## src/rtl/clb_pkg.sv

```systemverilog
`default_nettype none
// ============================================================================
// Module      : clb_pkg
// Description : Shared types and bitstream field widths for the CLB cluster.
// Revision    : 1.0 - initial release
// ============================================================================
package clb_pkg;

    localparam int BS_TYPE_W = 2;
    localparam int BS_IDX_W  = 8;

    typedef enum logic [BS_TYPE_W-1:0] {
        IN_NEIGHBOUR = 2'd0,
        IN_IO        = 2'd1,
        IN_FEEDBACK  = 2'd2,
        IN_CONST     = 2'd3
    } in_type_e;

    typedef enum logic [2:0] {
        ST_UNCONFIGURED = 3'd0,
        ST_READ_TYPE    = 3'd1,
        ST_READ_INDEX   = 3'd2,
        ST_READ_TT      = 3'd3,
        ST_READ_MODE    = 3'd4,
        ST_IDLE         = 3'd5,
        ST_RUN          = 3'd6
    } state_e;

endpackage
`default_nettype wire

```

## src/rtl/clb_if.sv

```systemverilog
`default_nettype none
// ============================================================================
// Module      : clb_if
// Description : Configuration and run-time signal bundle of the CLB cluster.
// Revision    : 1.0 - initial release
// ============================================================================
interface clb_if #(
    parameter int NUM_LUTS              = 2,
    parameter int NUM_NEIGHBOUR_SIGNALS = 8,
    parameter int NUM_IO_SIGNALS        = 4
);
    logic                             cfg_start;
    logic                             cfg_valid;
    logic                             cfg_data;
    logic                             run;
    logic [NUM_NEIGHBOUR_SIGNALS-1:0] run_in_neighbours;
    logic [NUM_IO_SIGNALS-1:0]        run_in_io;
    logic [NUM_LUTS-1:0]              run_out;
    logic                             cfg_done;
    logic                             cfg_err;

    modport master (
        output cfg_start, cfg_valid, cfg_data, run, run_in_neighbours, run_in_io,
        input  run_out, cfg_done, cfg_err
    );

    modport slave (
        input  cfg_start, cfg_valid, cfg_data, run, run_in_neighbours, run_in_io,
        output run_out, cfg_done, cfg_err
    );
endinterface
`default_nettype wire

```

## src/rtl/clb_lut_slice.sv

```systemverilog
`default_nettype none
// ============================================================================
// Module      : clb_lut_slice
// Description : One LUT: truth table, input selects, input mux, mode and flop.
// Revision    : 1.0 - initial release
// ============================================================================
module clb_lut_slice
    import clb_pkg::*;
#(
    parameter int LUT_WIDTH             = 4,
    parameter int NUM_LUTS              = 2,
    parameter int NUM_NEIGHBOUR_SIGNALS = 8,
    parameter int NUM_IO_SIGNALS        = 4
) (
    input  logic                             clk,
    input  logic                             rst_n,
    input  logic                             i_clr_q,
    input  logic                             i_run_en,
    input  logic                             i_wr_in,
    input  logic [$clog2(LUT_WIDTH)-1:0]     i_wr_sel,
    input  in_type_e                         i_wr_type,
    input  logic [BS_IDX_W-1:0]              i_wr_idx,
    input  logic                             i_wr_tt,
    input  logic [LUT_WIDTH-1:0]             i_wr_tt_pos,
    input  logic                             i_wr_mode,
    input  logic                             i_wr_bit,
    input  logic [NUM_NEIGHBOUR_SIGNALS-1:0] i_neighbours,
    input  logic [NUM_IO_SIGNALS-1:0]        i_io,
    input  logic [NUM_LUTS-1:0]              i_fb,
    output logic                             o_q,
    output logic                             o_out
);
    localparam int c_TT_BITS = 1 << LUT_WIDTH;

    in_type_e                         r_type [LUT_WIDTH];
    logic [BS_IDX_W-1:0]              r_idx  [LUT_WIDTH];
    logic [c_TT_BITS-1:0]             r_tt;
    logic                             r_mode;
    logic                             r_q;

    logic [LUT_WIDTH-1:0]             w_in;
    logic [NUM_NEIGHBOUR_SIGNALS-1:0] w_nb_sh;
    logic [NUM_IO_SIGNALS-1:0]        w_io_sh;
    logic [NUM_LUTS-1:0]              w_fb_sh;
    logic                             w_lut;

    always_ff @(posedge clk) begin
        if (!rst_n) begin
            for (int k = 0; k < LUT_WIDTH; k++) begin
                r_type[k] <= IN_NEIGHBOUR;
                r_idx[k]  <= '0;
            end
            r_tt   <= '0;
            r_mode <= 1'b0;
            r_q    <= 1'b0;
        end else begin
            if (i_wr_in) begin
                r_type[i_wr_sel] <= i_wr_type;
                r_idx[i_wr_sel]  <= i_wr_idx;
            end
            if (i_wr_tt) begin
                r_tt[i_wr_tt_pos] <= i_wr_bit;
            end
            if (i_wr_mode) begin
                r_mode <= i_wr_bit;
            end
            if (i_clr_q) begin
                r_q <= 1'b0;
            end else if (i_run_en) begin
                r_q <= w_lut;
            end
        end
    end

    // Feedback taps read flop outputs only, so no combinational loop can form.
    always_comb begin
        w_in    = '0;
        w_nb_sh = '0;
        w_io_sh = '0;
        w_fb_sh = '0;
        for (int k = 0; k < LUT_WIDTH; k++) begin
            w_nb_sh = i_neighbours >> r_idx[k];
            w_io_sh = i_io >> r_idx[k];
            w_fb_sh = i_fb >> r_idx[k];
            case (r_type[k])
                IN_NEIGHBOUR: w_in[k] = w_nb_sh[0];
                IN_IO:        w_in[k] = w_io_sh[0];
                IN_FEEDBACK:  w_in[k] = w_fb_sh[0];
                default:      w_in[k] = r_idx[k][0];
            endcase
        end
    end

    assign w_lut = r_tt[w_in];
    assign o_q   = r_q;
    assign o_out = r_mode ? r_q : w_lut;

endmodule
`default_nettype wire

```

## src/rtl/clb_cluster.sv

```systemverilog
`default_nettype none
// ============================================================================
// Module      : clb_cluster
// Description : Serially configured cluster of LUTs with optional output flops.
// Revision    : 1.0 - initial release
// ============================================================================
module clb_cluster
    import clb_pkg::*;
#(
    parameter int NUM_LUTS              = 2,
    parameter int LUT_WIDTH             = 4,
    parameter int NUM_NEIGHBOUR_SIGNALS = 8,
    parameter int NUM_IO_SIGNALS        = 4
) (
    input  logic  clk,
    input  logic  rst_n,
    clb_if.slave  bus
);
    localparam int         c_TT_BITS = 1 << LUT_WIDTH;
    localparam int         c_IN_W    = $clog2(LUT_WIDTH);
    localparam int         c_LUT_W   = (NUM_LUTS > 1) ? $clog2(NUM_LUTS) : 1;
    localparam logic [6:0] c_TT_LAST = 7'(c_TT_BITS - 1);

    state_e                r_state;
    logic [6:0]            r_bit_cnt;
    logic [c_IN_W-1:0]     r_in_idx;
    logic [c_LUT_W-1:0]    r_lut_idx;
    logic [BS_IDX_W-2:0]   r_sh;
    in_type_e              r_type;
    logic                  r_cfg_err;

    logic                  w_start;
    logic                  w_cfg_done;
    logic                  w_run_en;
    logic                  w_idx_bad;
    logic                  w_wr_in;
    logic                  w_wr_tt;
    logic                  w_wr_mode;
    logic [BS_IDX_W-1:0]   w_idx_full;
    logic [BS_IDX_W-1:0]   w_idx_wr;
    logic [NUM_LUTS-1:0]   w_q;
    logic [NUM_LUTS-1:0]   w_out;

    assign w_start    = bus.cfg_start && (r_state == ST_UNCONFIGURED || r_state == ST_IDLE);
    assign w_cfg_done = (r_state == ST_IDLE) || (r_state == ST_RUN);
    assign w_run_en   = (r_state == ST_RUN) && bus.run;
    assign w_idx_full = {r_sh, bus.cfg_data};
    assign w_wr_in    = (r_state == ST_READ_INDEX) && bus.cfg_valid
                        && (r_bit_cnt == 7'(BS_IDX_W - 1));
    assign w_wr_tt    = (r_state == ST_READ_TT) && bus.cfg_valid;
    assign w_wr_mode  = (r_state == ST_READ_MODE) && bus.cfg_valid;
    assign w_idx_wr   = w_idx_bad ? '0 : w_idx_full;

    always_comb begin
        w_idx_bad = 1'b0;
        case (r_type)
            IN_NEIGHBOUR: w_idx_bad = {1'b0, w_idx_full} >= 9'(NUM_NEIGHBOUR_SIGNALS);
            IN_IO:        w_idx_bad = {1'b0, w_idx_full} >= 9'(NUM_IO_SIGNALS);
            IN_FEEDBACK:  w_idx_bad = {1'b0, w_idx_full} >= 9'(NUM_LUTS);
            default:      w_idx_bad = 1'b0;
        endcase
    end

    always_ff @(posedge clk) begin
        if (!rst_n) begin
            r_state   <= ST_UNCONFIGURED;
            r_bit_cnt <= '0;
            r_in_idx  <= '0;
            r_lut_idx <= '0;
            r_sh      <= '0;
            r_type    <= IN_NEIGHBOUR;
            r_cfg_err <= 1'b0;
        end else begin
            case (r_state)
                ST_UNCONFIGURED, ST_IDLE: begin
                    if (w_start) begin
                        r_state   <= ST_READ_TYPE;
                        r_bit_cnt <= '0;
                        r_in_idx  <= '0;
                        r_lut_idx <= '0;
                        r_cfg_err <= 1'b0;
                    end else if (r_state == ST_IDLE && bus.run) begin
                        r_state <= ST_RUN;
                    end
                end
                ST_RUN: begin
                    if (!bus.run) r_state <= ST_IDLE;
                end
                ST_READ_TYPE: begin
                    if (bus.cfg_valid) begin
                        r_sh <= {r_sh[BS_IDX_W-3:0], bus.cfg_data};
                        if (r_bit_cnt == 7'(BS_TYPE_W - 1)) begin
                            r_type    <= in_type_e'({r_sh[BS_TYPE_W-2:0], bus.cfg_data});
                            r_bit_cnt <= '0;
                            r_state   <= ST_READ_INDEX;
                        end else begin
                            r_bit_cnt <= r_bit_cnt + 7'd1;
                        end
                    end
                end
                ST_READ_INDEX: begin
                    if (bus.cfg_valid) begin
                        r_sh <= {r_sh[BS_IDX_W-3:0], bus.cfg_data};
                        if (r_bit_cnt == 7'(BS_IDX_W - 1)) begin
                            r_bit_cnt <= '0;
                            if (w_idx_bad) r_cfg_err <= 1'b1;
                            if (r_in_idx == c_IN_W'(LUT_WIDTH - 1)) begin
                                r_in_idx <= '0;
                                r_state  <= ST_READ_TT;
                            end else begin
                                r_in_idx <= r_in_idx + 1'b1;
                                r_state  <= ST_READ_TYPE;
                            end
                        end else begin
                            r_bit_cnt <= r_bit_cnt + 7'd1;
                        end
                    end
                end
                ST_READ_TT: begin
                    if (bus.cfg_valid) begin
                        if (r_bit_cnt == c_TT_LAST) begin
                            r_bit_cnt <= '0;
                            r_state   <= ST_READ_MODE;
                        end else begin
                            r_bit_cnt <= r_bit_cnt + 7'd1;
                        end
                    end
                end
                ST_READ_MODE: begin
                    if (bus.cfg_valid) begin
                        if (r_lut_idx == c_LUT_W'(NUM_LUTS - 1)) begin
                            r_lut_idx <= '0;
                            r_state   <= ST_IDLE;
                        end else begin
                            r_lut_idx <= r_lut_idx + 1'b1;
                            r_state   <= ST_READ_TYPE;
                        end
                    end
                end
                default: r_state <= ST_UNCONFIGURED;
            endcase
        end
    end

    // Truth-table bits arrive highest entry first, so the position is the inverted count.
    generate
        for (genvar gi = 0; gi < NUM_LUTS; gi++) begin : g_lut
            logic w_sel;
            assign w_sel = (r_lut_idx == c_LUT_W'(gi));

            clb_lut_slice #(
                .LUT_WIDTH             (LUT_WIDTH),
                .NUM_LUTS              (NUM_LUTS),
                .NUM_NEIGHBOUR_SIGNALS (NUM_NEIGHBOUR_SIGNALS),
                .NUM_IO_SIGNALS        (NUM_IO_SIGNALS)
            ) u_slice (
                .clk          (clk),
                .rst_n        (rst_n),
                .i_clr_q      (w_start),
                .i_run_en     (w_run_en),
                .i_wr_in      (w_wr_in && w_sel),
                .i_wr_sel     (r_in_idx),
                .i_wr_type    (r_type),
                .i_wr_idx     (w_idx_wr),
                .i_wr_tt      (w_wr_tt && w_sel),
                .i_wr_tt_pos  (~r_bit_cnt[LUT_WIDTH-1:0]),
                .i_wr_mode    (w_wr_mode && w_sel),
                .i_wr_bit     (bus.cfg_data),
                .i_neighbours (bus.run_in_neighbours),
                .i_io         (bus.run_in_io),
                .i_fb         (w_q),
                .o_q          (w_q[gi]),
                .o_out        (w_out[gi])
            );
        end
    endgenerate

    assign bus.run_out  = w_cfg_done ? w_out : '0;
    assign bus.cfg_done = w_cfg_done;
    assign bus.cfg_err  = r_cfg_err;

endmodule
`default_nettype wire

```

## src/flat_wrapper.sv

```systemverilog
// flat-port wrapper written by rule: the top's interface ports become plain ports
module clb_cluster_flat import clb_pkg::*;
#(
    parameter int NUM_LUTS              = 2,
    parameter int LUT_WIDTH             = 4,
    parameter int NUM_NEIGHBOUR_SIGNALS = 8,
    parameter int NUM_IO_SIGNALS        = 4
)
  (clk, rst_n, bus_cfg_start, bus_cfg_valid, bus_cfg_data, bus_run, bus_run_in_neighbours, bus_run_in_io, bus_run_out, bus_cfg_done, bus_cfg_err);
  clb_if #(.NUM_LUTS(NUM_LUTS), .NUM_NEIGHBOUR_SIGNALS(NUM_NEIGHBOUR_SIGNALS), .NUM_IO_SIGNALS(NUM_IO_SIGNALS)) bus_i ();
  input  logic clk;
  input  logic rst_n;
  input wire logic [$bits(bus_i.cfg_start)-1:0] bus_cfg_start;
  input wire logic [$bits(bus_i.cfg_valid)-1:0] bus_cfg_valid;
  input wire logic [$bits(bus_i.cfg_data)-1:0] bus_cfg_data;
  input wire logic [$bits(bus_i.run)-1:0] bus_run;
  input wire logic [$bits(bus_i.run_in_neighbours)-1:0] bus_run_in_neighbours;
  input wire logic [$bits(bus_i.run_in_io)-1:0] bus_run_in_io;
  output wire logic [$bits(bus_i.run_out)-1:0] bus_run_out;
  output wire logic [$bits(bus_i.cfg_done)-1:0] bus_cfg_done;
  output wire logic [$bits(bus_i.cfg_err)-1:0] bus_cfg_err;
  assign bus_i.cfg_start = bus_cfg_start;
  assign bus_i.cfg_valid = bus_cfg_valid;
  assign bus_i.cfg_data = bus_cfg_data;
  assign bus_i.run = bus_run;
  assign bus_i.run_in_neighbours = bus_run_in_neighbours;
  assign bus_i.run_in_io = bus_run_in_io;
  assign bus_run_out = bus_i.run_out;
  assign bus_cfg_done = bus_i.cfg_done;
  assign bus_cfg_err = bus_i.cfg_err;
  clb_cluster #(.NUM_LUTS(NUM_LUTS), .LUT_WIDTH(LUT_WIDTH), .NUM_NEIGHBOUR_SIGNALS(NUM_NEIGHBOUR_SIGNALS), .NUM_IO_SIGNALS(NUM_IO_SIGNALS)) u_core (.clk(clk), .rst_n(rst_n), .bus(bus_i));
endmodule
```

## config.mk

```make
export PLATFORM = sky130hd
export DESIGN_NAME = clb_cluster_flat
export DESIGN_NICKNAME = d
export VERILOG_FILES = /design/src/rtl/clb_pkg.sv /design/src/rtl/clb_if.sv /design/src/rtl/clb_lut_slice.sv /design/src/rtl/clb_cluster.sv /design/src/flat_wrapper.sv
export SDC_FILE = /design/constraint.sdc
export NUM_CORES = 1
export LEC_CHECK = 0
export BUFFER_PORTS_ARGS = -buffer_cell sky130_fd_sc_hd__buf_2
export CAP_MARGIN = 20
export CORE_MARGIN = 4
export CORE_UTILIZATION = 55
export DETAILED_ROUTE_END_ITERATION = 8
export HOLD_SLACK_MARGIN = 0.12
export PLACE_DENSITY = 0.83
export SLEW_MARGIN = 40
export SYNTH_ARGS = -nofsm -noshare
export SYNTH_HDL_FRONTEND = slang
export SYNTH_SLANG_ARGS = --single-unit
```

## constraint.sdc

```tcl
create_clock -name clk -period 4 [get_ports clk]
set_input_delay 0.8 -clock clk [delete_from_list [all_inputs] [get_ports clk]]
set_output_delay 0.8 -clock clk [all_outputs]
set_load 0.05 [all_outputs]
```

==> summary.md, run 1 <==
| Metric | Value |
|---|---|
| Clock Path Buffers | 2 |
| FF+latch area | 3580 sq um |
| Via-to-Cell Ratio | 6.39 |
| Worst-path clk slew | 0.06 ns |
| CTS Hold Bufs | 0 |
| CTS tree | yes |
| CP cell instances | inv_1 -> ha_4 -> or3b_1 -> o22ai_2 -> o21a_2 -> a31oi_1 -> nand4_1 -> nor4bb_4 -> a32oi_1 -> buf_4 -> a211oi_4 -> buf_6 |
| Post-detail-place hpwl | 12800 microns |
| Met3 Usage GRT | 5.94% |
| Slew headroom | 44.3% |
| Most common cell after layout, fill and taps aside | nor2_1 |
| Crit path max fanout | 7 |
| RSZ-0062 raised after global routing | yes |
| Slew Viols, Final | 0 |
| M2 GR Usage | 38.8% |
| Fmax | 249 MHz |
| Outcome | finished, violations left |
| GRT Residual Overflow | 0 |
| Detail Route Antenna Nets | 0 |
| CORE AREA | 13800 sq um |
| Critical Path AT | 3.22 ns |
| Dominant synthesized flop cell | edfxtp_1 |
| Mapped Cells | 793 |
| Root Driver | clkbuf_16 |
| Worst Path Buf+Inv | 3 |
| Slew @ Worst Pin | 0.833 ns |
| Area occupied by multi-input gates | 4030 sq um |
| Critical Path End Type | output pin |
| Vert. Die Dim | 127 microns |
| Worst Path Required | 3.20 ns |
| Ys async rst share | 0% |
| Area Growth Syn to Fin | 15.8% |
| Layout fillers | 983 |
| Antenna violations before repair | 0 |
| Top delay family on crit path | compound AO/OA/AOI/OAI gates |
| Sequential element share of the synthesized area | 46.4% |
| Drt initial violations | 959 |
| Initial Util | 55.9% |
| Syn. warnings | 0 |
| Crit Path Category | reg2out |
| Final cycle utilization of the critical path | 101% |
| Nature of the critical path startpoint | flop |
| Row cnt | 43 |
| Final worst slack | -0.0230 ns |
| Min Tclk post-route | 4.02 ns |
| GRT Overall Usage | 25.1% |
| Final wirelength | 20000 microns |
| Avg Inst Size Synth | 9.74 sq um |
| Peak supply drop | 0.285 mV |
| Total power | 3.84 mW |
| Clock Latency Late Sink | 0.43 ns |
| Post-synth EDFFs | 80 |
| Vias | 6450 |
| Violated checks | setup timing |
| Power Density | 429 nW/um^2 |
| GRT busiest layer | met2 |
| Die Wd | 127 microns |
| Finish-stage setup viols | 1 |
| Die area | 16000 sq um |
| Global-route met1 utilization | 33.3% |
| Commonest non-fill, non-tap cells in the layout | 142 x nor2_1, 80 x edfxtp_1, 60 x nand2_1 |
| Fin util | 64.7% |
| Ant diodes | 0 |
| Slowest library cell on the worst path | edfxtp_1 |
| Final-stage net count | 864 |
| # Max-Cap Violations | 0 |
| HP Class | reg2reg |
| IO Pins | 22 |
| Drt drc | 0 |
| Wire length per cell | 19.8 microns |
| Layout cell share with drive strength beyond 1 | 16.9% |
| Total CTS buffers | 17 |
| Mapped Nets | 840 |
| Vias in the first global route | 5938 |
| First-pass GRT wire length | 31600 microns |
| Slowest cell delay on critical path | 0.41 ns |
| Synthesized area | 7720 sq um |
| H-tree depth | 4 |
| Leak | 3.29 nW |
| GPL Wtd Cong | 0.943 |
| Initial DRT Pass Iterations | 5 |
| Synth cell types | 73 |
| Sink Count | 139 |
| Pin count of the biggest net entering global routing | 52 |
| Final Hold Fails | 0 |
| IO buf count | 21 |
| Clock Skew | 0.0110 ns |
| #FFs+latches synth | 139 |
## per-layer routing
metal / vias up / part of all wire [%]
li1: 2939 / -
met1: 3091 / 41
met2: 355 / 47
met3: 65 / 8.7
met4: 0 / 3.6
met5: - / 0
## cell families after synthesis
group	share of synthesized area, %
xor+xnor	0.680
flops	46.4
buf+inv	4.03
simple gates	19.7
fa+ha+maj	4.70
mux	12.7
compound gates	11.8
## report_power, final
group          total [mW]  switching [mW]  internal (mW)
Sequential           1.64          0.0754           1.56
Clock                1.66           0.589           1.07
Combinational       0.550           0.342          0.208
Total                3.84            1.01           2.84
## worst min-delay path, stage by stage (launching register included)
cell and delay [ns]:
dfxtp_1 0.32, a21oi_1 0.04, nor2_1 0.07
## sequential cells by signal, summed over array words and instances (netlist names)
| signal | count |
|---|---|
| u_core.bus.cfg_err | 1 |
| u_core.g_lut.u_slice.r_mode | 2 |
| u_core.r_state | 3 |
| u_core.g_lut.u_slice.r_type | 16 |
| u_core.g_lut.u_slice.r_tt | 32 |
| u_core.g_lut.u_slice.o_q | 2 |
| u_core.r_sh | 7 |
| u_core.r_in_idx | 2 |
| u_core.g_lut.w_sel | 1 |
| u_core.g_lut.u_slice.r_idx | 64 |
| u_core.r_bit_cnt | 7 |
| u_core.r_type | 2 |
## cells in the mapped netlist, types with 4 or more instances
library cell / instances / area, sq um
a2111oi_0: 4 / 35.0
clkbuf_1: 38 / 143
nand3b_1: 4 / 30.0
a21oi_1: 45 / 225
a211oi_1: 4 / 30.0
nor2_1: 143 / 537
nor2b_1: 7 / 43.8
mux2_2: 9 / 101
nor4bb_1: 4 / 40.0
nand2b_1: 7 / 43.8
ha_1: 29 / 363
nor4_1: 5 / 31.3
dfxtp_1: 59 / 1180
nand2_1: 60 / 225
xnor2_1: 4 / 35.0
nor3_1: 9 / 45.0
mux4_2: 15 / 338
o21ai_0: 30 / 150
and3_1: 6 / 37.5
nand3_1: 33 / 165
inv_1: 32 / 120
or4_1: 5 / 37.5
nand4_1: 19 / 119
o21ai_1: 10 / 50.1
mux2i_1: 48 / 480
a31oi_1: 6 / 37.5
o31ai_1: 4 / 30.0
or3_1: 7 / 43.8
inv_2: 4 / 15.0
edfxtp_1: 80 / 2400
## worst paths after layout
path / end / slack [ns] / cells after the start / start
hold reg to reg: u_core.bus.cfg_err / 0.47 / 2 / u_core.bus.cfg_err
setup / recovery: bus_run_out[1] / -0.02 / 12 / u_core.g_lut[1].u_slice.r_type[0][0]
setup reg to reg: u_core.g_lut[0].u_slice.r_idx[0][4] / 0.94 / 9 / u_core.r_bit_cnt[1]
hold / removal: u_core.bus.cfg_err / 0.47 / 2 / u_core.bus.cfg_err
## what timing repair did
item                                    4_1_cts  5_1_grt
pin swaps                                     5        6
buffers inserted                              5        3
endpoints found under the setup margin        2        2
resized for setup                            16       25
## metrics by stage
step	worst slack, ns	TNS (ns)	std cells	hold slack, ns	area [sq um]
after floorplan	0.137	0	793	0.445	7730
after global placement	0.0244	0	970	0.452	8050
after detailed placement	-0.0662	-0.0662	970	0.460	8050
after CTS	0.000630	0	1007	0.475	8790
after global routing	-0.111	-0.221	1010	0.489	8950
final	-0.0230	-0.0230	1010	0.467	8950
## layout make-up
cell class                      instances  share of cell area [%]
Inverter                               38                    1.59
Timing Repair Buffer                   49                    3.85
Clock inverter                         13                    1.93
Clock buffer                           19                    5.06
Sequential cell                       139                    40.1
Tap cell                              180                    2.52
Multi-Input combinational cell        572                    45.0
(Power assumes the default switching activity.)
==> run 2: changes to the inputs <==
Settings changed: ABC_AREA from default to 1.
==> summary.md, run 2 <==
| Metric | Value |
|---|---|
| Outcome | finished clean |
| Pre-CTS setup slack | 0.512 ns (+0.578 ns) |
| Most common cell after layout, fill and taps aside | nand2_1 |
| Synth Area in Adders | 4.68% (-0.014 points) |
| Commonest non-fill, non-tap cells in the layout | 182 x nand2_1, 127 x inv_1, 117 x nor2_1 |
| Synthesized area | 7750 sq um (+0.31%) |
| Crit path max fanout | 9 (+2) |
| Syn. warnings | 0 (unchanged) |
| Post-Synth Simple-Gate Area | 28.7% (+9.0 points) |
| H-tree depth | 4 (unchanged) |
| Slowest cell delay on critical path | 0.41 ns (about the same) |
| Final Hold Fails | 0 (unchanged) |
| Slowest library cell on the worst path | edfxtp_1 |
| Largest area contributor in the netlist | edfxtp_1 |
| First-pass GRT wire length | 30900 microns (-2.0%) |
| CORE AREA | 13800 sq um (unchanged) |
| Vias in the first global route | 6449 (+8.6%) |
| Detail Route Antenna Nets | 0 (unchanged) |
| GRT Residual Overflow | 0 (unchanged) |
| Ys async rst share | 0% (unchanged) |
| Slew Viols, Final | 0 (unchanged) |
| Critical Path End Type | output pin |
| Layout fillers | 1198 (+22%) |
| Min Tclk post-route | 3.73 ns (-0.294 ns) |
| Clock Latency Late Sink | 0.43 ns (about the same) |
| Nature of the critical path startpoint | flop |
| Vert. Die Dim | 127 microns (+0.15%) |
| RSZ-0062 raised after global routing | no |
| Final cycle utilization of the critical path | 93.2% (-7.3 points) |
| GRT busiest layer | met2 |
| GRT Overall Usage | 24.1% (-0.94 points) |
| Antenna violations before repair | 0 (unchanged) |
| Global-route met1 utilization | 32.3% (-1.0 points) |
| Total power | 4.15 mW (+8.1%) |
| Dominant synthesized flop cell | edfxtp_1 |
| Vias | 6939 (+7.6%) |
| Post-synth EDFFs | 80 (unchanged) |
| Worst-path clk slew | 0.06 ns (about the same) |
| Post-CTS Setup Bufs | 0 (-5) |
| Post-Synth XOR/XNOR Area | 0.113% (-0.57 points) |
| Main area contributors after synthesis | edfxtp_1 31%, dfxtp_1 15%, nand2_1 9.0% |
| Crit Path Category | reg2out |
| Worst Path Required | 3.20 ns (about the same) |
| Pin count of the biggest net entering global routing | 38 (-27%) |
| Fmax | 268 MHz (+7.9%) |
| R2r setup slk | 1.01 ns (+0.07 ns) |
| Clock Skew | 0.00572 ns (-0.00524 ns) |
| Slew @ Worst Pin | 0.710 ns (-0.123 ns) |
| FF+latch area | 3580 sq um (about the same) |
| Regs by FF count | u_core.g_lut.u_slice.r_idx (64), u_core.g_lut.u_slice.r_tt (32), u_core.g_lut.u_slice.r_type (16) |
| Power Density | 481 nW/um^2 (+12%) |
| #FFs+latches synth | 139 (unchanged) |
| IO Pins | 22 (unchanged) |
| Top post-synthesis cells by count | 186 x nand2_1, 127 x inv_1, 117 x nor2_1 |
| Die Wd | 127 microns (+0.15%) |
| Via-to-Cell Ratio | 5.72 (-10%) |
| Area Growth Syn to Fin | 11.4% |
| CP most frequent cell | nand3_1 |
| Mapped Cells | 1003 (+26%) |
| Drt initial violations | 669 (-30%) |
| Row cnt | 43 (unchanged) |
| Met3 Usage GRT | 5.35% (-0.59 points) |
| Final wirelength | 19000 microns (-4.6%) |
| HP Class | reg2reg |
| Post-detail-place hpwl | 13400 microns (+4.9%) |
| IO buf count | 21 (unchanged) |
| Setup_tns | 0 ns (+0.0230 ns) |
| Biggest register | u_core.g_lut.u_slice.r_idx |
| CP cell instances | ha_1 -> inv_1 -> nand3_1 -> nand3_1 -> nand3_1 -> nand3_1 -> nand2_2 -> nand2_2 -> nand2_1 -> nand3_1 -> nand3_1 -> nand3_1 -> nand3_1 -> nand2_1 -> inv_1 -> buf_2 |
| Sequential element share of the synthesized area | 46.2% (-0.14 points) |
| Ant diodes | 0 (unchanged) |
| # Max-Cap Violations | 0 (unchanged) |
| Slew headroom | 52.6% (+8.3 points) |
| Mapped Nets | 1050 (+25%) |
| CTS tree | yes |
| M2 GR Usage | 37.3% (-1.6 points) |
| Area occupied by multi-input gates | 3500 sq um (-13%) |
| Finish-stage setup viols | 0 (-1) |
| Wire length per cell | 15.7 microns (-21%) |
| Total CTS buffers | 17 (unchanged) |
| Avg Inst Size Synth | 7.73 sq um (-21%) |
| Largest family of logic cells by synthesized area | simple AND/OR/NAND/NOR gates |
| Peak supply drop | 0.392 mV (+38%) |
| Initial Util | 56.0% (+0.17 points) |
| Post-synthesis mux area share | 0% (-13 points) |
| Synth cell types | 37 (-49%) |
| Count leader, synth | nand2_1 |
| Drt drc | 0 (unchanged) |
| Initial DRT Pass Iterations | 7 (+2) |
| Leak | 3.44 nW (+4.6%) |
| Root Driver | clkbuf_16 |
| Sink Count | 139 (unchanged) |
| Layout cell share with drive strength beyond 1 | 8.90% (-8.0 points) |
| Final-stage net count | 1068 (+24%) |
| GPL Wtd Cong | 0.969 (+2.8%) |
| Flip-flop count of the largest register after layout | 64 (unchanged) |
| Clock Path Buffers | 2 (unchanged) |
| Die area | 16100 sq um (+0.29%) |
| Final worst slack | 0.271 ns (+0.294 ns) |
| Top cell type's share of synthesized area | 31.0% (-0.095 points) |
| Critical Path AT | 2.93 ns (-0.29 ns) |
| Synth Area in Compound Gates | 11.6% (-0.13 points) |
-- run 2: cell types whose count changed after synthesis, sizes merged, moves of 27 or more --
| cell | change |
|---|---|
| inv | +104 |
| nand3 | +80 |
| mux2i | -48 |
| nor3 | +33 |
| nand2 | +127 |
| a21oi | +27 |
-- run 2: kinds of logic (layout without fill, tap and decap cells) --
kind of cell / after synthesis / in the layout
and+or+nand+nor: 501 / 501
buffers and inverters: 173 / 204
AOI/OAI and AO/OA: 160 / 160
DFF: 139 / 139
adders and majority gates: 29 / 29
xor gates and xnor gates: 1 / 1
-- run 2: path summary, 6_finish.rpt --
path	start	endpoint	cells after the start
worst max-delay path	u_core.g_lut[1].u_slice.r_type[0][1]	bus_run_out[1]	16
worst min-delay path	u_core.g_lut[0].u_slice.r_tt[4]	u_core.g_lut[0].u_slice.r_tt[4]	2
worst max register to register	u_core.r_bit_cnt[0]	u_core.g_lut[1].u_slice.r_idx[1][2]	13
worst min register to register	u_core.g_lut[0].u_slice.r_tt[4]	u_core.g_lut[0].u_slice.r_tt[4]	2
-- run 2: timing repair --
item,CTS,global route
setup endpoints to repair,0,2
hold buffers,0,0
gates resized for setup,0,4
-- run 2: metrics by stage --
step                hold WS [ns]  cell area, sq um  util (%)  std cells
floorplan                  0.430              7750         -       1003
global placement           0.442              8010      57.9       1182
detailed placement         0.449              8010      57.9       1182
CTS                        0.457              8620      62.3       1214
global route               0.482              8630      62.4       1214
finish                     0.463              8630      62.4       1214
-- run 2: critical path: cells and delay by family (launching register included) --
| family | cells | cell delay, ns |
|---|---|---|
| adder cells (fa/ha/maj) | 1 | 0.41 |
| buffers and inverters | 3 | 0.45 |
| flip-flops | 1 | 0.41 |
| AND/OR/NAND/NOR | 12 | 1.22 |
-- run 2: layout make-up --
class	instances	area share, %
multi-input combinational	691	40.6
clock buffer	17	4.93
sequential	139	41.5
clock inverter	15	2.19
timing repair buffer	29	1.91
tap	180	2.61
inverter	143	6.22
-- run 2: power breakdown --
| part | internal [mW] | leakage, nW | switching (mW) | total, mW |
|---|---|---|---|---|
| Combinational | 0.216 | 1.84 | 0.630 | 0.847 |
| Sequential | 1.60 | 1.30 | 0.0884 | 1.68 |
| Clock | 0.992 | 0.296 | 0.627 | 1.62 |
-- run 2: per-layer routing --
metal | share of wire (%) | up-vias
met5 | 0 | -
li1 | - | 3424
met3 | 8.5 | 49
met2 | 46 | 285
met4 | 3.0 | 0
met1 | 43 | 3181
==> run 3: changes to the inputs <==
Settings changed: GPL_TIMING_DRIVEN from default to 0.
==> summary.md, run 3 (same netlist as run 2, synthesis figures left out) <==
| Metric | Value |
|---|---|
| IO Pins | 22 (unchanged) |
| Critical Path AT | 2.95 ns (+0.02 ns) |
| Sink Count | 139 (unchanged) |
| CTS Hold Bufs | 0 (unchanged) |
| Area Growth Syn to Fin | 11.7% |
| Fmax | 267 MHz (-0.45%) |
| Vias in the first global route | 6591 (+2.2%) |
| RSZ-0062 raised after global routing | no |
| Slew headroom | 45.9% (-6.7 points) |
| Total CTS buffers | 17 (unchanged) |
| Crit path max fanout | 9 (unchanged) |
| First-pass GRT wire length | 32200 microns (+4.1%) |
| Ant diodes | 0 (unchanged) |
| Final cycle utilization of the critical path | 93.7% (+0.43 points) |
| Layout fillers | 1181 (-1.4%) |
| Cell Int Power | 2.69 mW (-4.1%) |
| GPL Wtd Cong | 0.924 (-4.7%) |
| Biggest register | u_core.g_lut.u_slice.r_idx |
| Slew Viols, Final | 0 (unchanged) |
| Final-stage net count | 1082 (+1.3%) |
| Pre-CTS setup slack | 0.246 ns (-0.266 ns) |
| Clock share of power | 37.6% (-1.4 points) |
| Clock Skew | 0.00599 ns (+0.000278 ns) |
| Layout cell share with drive strength beyond 1 | 8.30% (-0.60 points) |
| Worst-path clk slew | 0.06 ns (about the same) |
| Clock Latency Late Sink | 0.43 ns (about the same) |
| Resized cells post-CTS | 0 (unchanged) |
| Area occupied by multi-input gates | 3530 sq um (+0.68%) |
| Slew @ Worst Pin | 0.806 ns (+0.0963 ns) |
| Power Density | 472 nW/um^2 (-1.9%) |
| Nature of the critical path startpoint | flop |
| Initial DRT Pass Iterations | 8 (+1) |
| Commonest non-fill, non-tap cells in the layout | 182 x nand2_1, 127 x inv_1, 117 x nor2_1 |
| HP Class | reg2reg |
| Via-to-Cell Ratio | 5.85 (+2.3%) |
| Crit Path Category | reg2out |
| Finish-stage setup viols | 0 (unchanged) |
| Die Wd | 127 microns (unchanged) |
| GRT Residual Overflow | 0 (unchanged) |
| Vert. Die Dim | 127 microns (unchanged) |
| CTS tree | yes |
| Pin count of the biggest net entering global routing | 17 (-55%) |
| Final instance area | 8650 sq um (+0.28%) |
| Row cnt | 43 (unchanged) |
| Detail Route Antenna Nets | 0 (unchanged) |
| Antenna violations before repair | 0 (unchanged) |
| Post-CTS Setup Bufs | 0 (unchanged) |
| Switching pwr | 1.39 mW (+3.6%) |
| Root Driver | clkbuf_16 |
| Min Tclk post-route | 3.75 ns (+0.0170 ns) |
| Total power | 4.09 mW (-1.6%) |
| Area post-placement | 8040 sq um (+0.47%) |
| Post-detail-place hpwl | 13700 microns (+2.7%) |
| Worst Path Required | 3.20 ns (about the same) |
| Flip-flop count of the largest register after layout | 64 (unchanged) |
| Setup_tns | 0 ns (unchanged) |
| H-tree depth | 4 (unchanged) |
| Die area | 16100 sq um (unchanged) |
| Clock Path Buffers | 2 (unchanged) |
| GRT Overall Usage | 25.4% (+1.3 points) |
| IO buf count | 13 (-38%) |
| Drt drc | 0 (unchanged) |
| Comb pwr share | 21.3% (+0.9 points) |
| Final Hold Fails | 0 (unchanged) |
| Peak supply drop | 0.337 mV (-14%) |
| Leak | 3.42 nW (-0.51%) |
| Drt initial violations | 916 (+37%) |
| Final worst slack | 0.254 ns (-0.0170 ns) |
| # Max-Cap Violations | 0 (unchanged) |
| Most common cell after layout, fill and taps aside | nand2_1 |
| Regs by FF count | u_core.g_lut.u_slice.r_idx (64), u_core.g_lut.u_slice.r_tt (32), u_core.g_lut.u_slice.r_type (16) |
| Initial Util | 56.0% (unchanged) |
| Sw Share | 34.1% (+1.7 points) |
| Wire length per cell | 16.1 microns (+2.7%) |
| Critical Path End Type | output pin |
| Outcome | finished clean |
| FF+latch area | 3580 sq um (unchanged) |
| Vias | 7183 (+3.5%) |
| CORE AREA | 13800 sq um (unchanged) |
| Seq pwr share | 41.2% (+0.6 points) |
| Final wirelength | 19800 microns (+3.9%) |
-- run 3: power by group through the flow --
stage / Clock [mW] / Sequential [mW] / Combinational (mW)
after floorplan: 0 / 1.70 / 0.596
after global placement: 0 / 1.71 / 0.824
after detailed placement: 0 / 1.71 / 0.840
after CTS: 1.54 / 1.68 / 0.846
after global routing: 1.61 / 1.69 / 0.961
final: 1.53 / 1.68 / 0.869
-- run 3: worst max-delay path: stages (launching register included) --
cell and delay (ns):
edfxtp_1 0.39, inv_1 0.06, ha_1 0.40, inv_1 0.13
nand3_1 0.09, nand3_1 0.08, nand3_1 0.08, nand3_1 0.13
nand2_4 0.15, nand2_2 0.15, nand2_1 0.12, nand3_1 0.07
nand3_1 0.08, nand3_1 0.11, nand3_1 0.09, nand2_1 0.09
inv_1 0.06, clkbuf_4 0.22
-- run 3: through the flow --
stage          std cells  hold slack (ns)  util, %
3_3_place_gp        1196            0.444     58.1
5_1_grt             1228            0.490     62.6
4_1_cts             1228            0.457     62.3
2_1_floorplan       1003            0.430        -
3_5_place_dp        1196            0.447     58.2
6_report            1228            0.456     62.6
-- run 3: area by class of cell --
| cell class | count | share of cell area (%) |
|---|---|---|
| flip-flops and latches | 139 | 41.4 |
| multi-input cells | 691 | 40.8 |
| inverters | 143 | 6.20 |
| clock buffers | 17 | 4.92 |
| well taps | 180 | 2.60 |
| clock inverters | 15 | 1.74 |
| plain buffers | 30 | 1.55 |
| repair buffers | 13 | 0.810 |
-- run 3: final timing paths --
path	start	slack, ns	cells past startpoint	end
min	u_core.g_lut[1].u_slice.r_tt[5]	0.46	2	u_core.g_lut[1].u_slice.r_tt[5]
min reg2reg	u_core.g_lut[1].u_slice.r_tt[5]	0.46	2	u_core.g_lut[1].u_slice.r_tt[5]
max reg2reg	u_core.r_bit_cnt[0]	1.12	14	u_core.g_lut[1].u_slice.r_idx[1][5]
max	u_core.g_lut[0].u_slice.r_type[0][0]	0.25	17	bus_run_out[0]
-- run 3: metal layers --
metal / part of all wire (%) / vias up / routed length (microns) / GRT usage, %
li1: - / 3445 / - / -
met1: 41 / 3327 / 8030 / 32.6
met2: 47 / 349 / 9220 / 41.7
met3: 8.9 / 62 / 1770 / 4.17
met4: 3.8 / 0 / 760 / 12.4
met5: 0 / - / 0 / 0
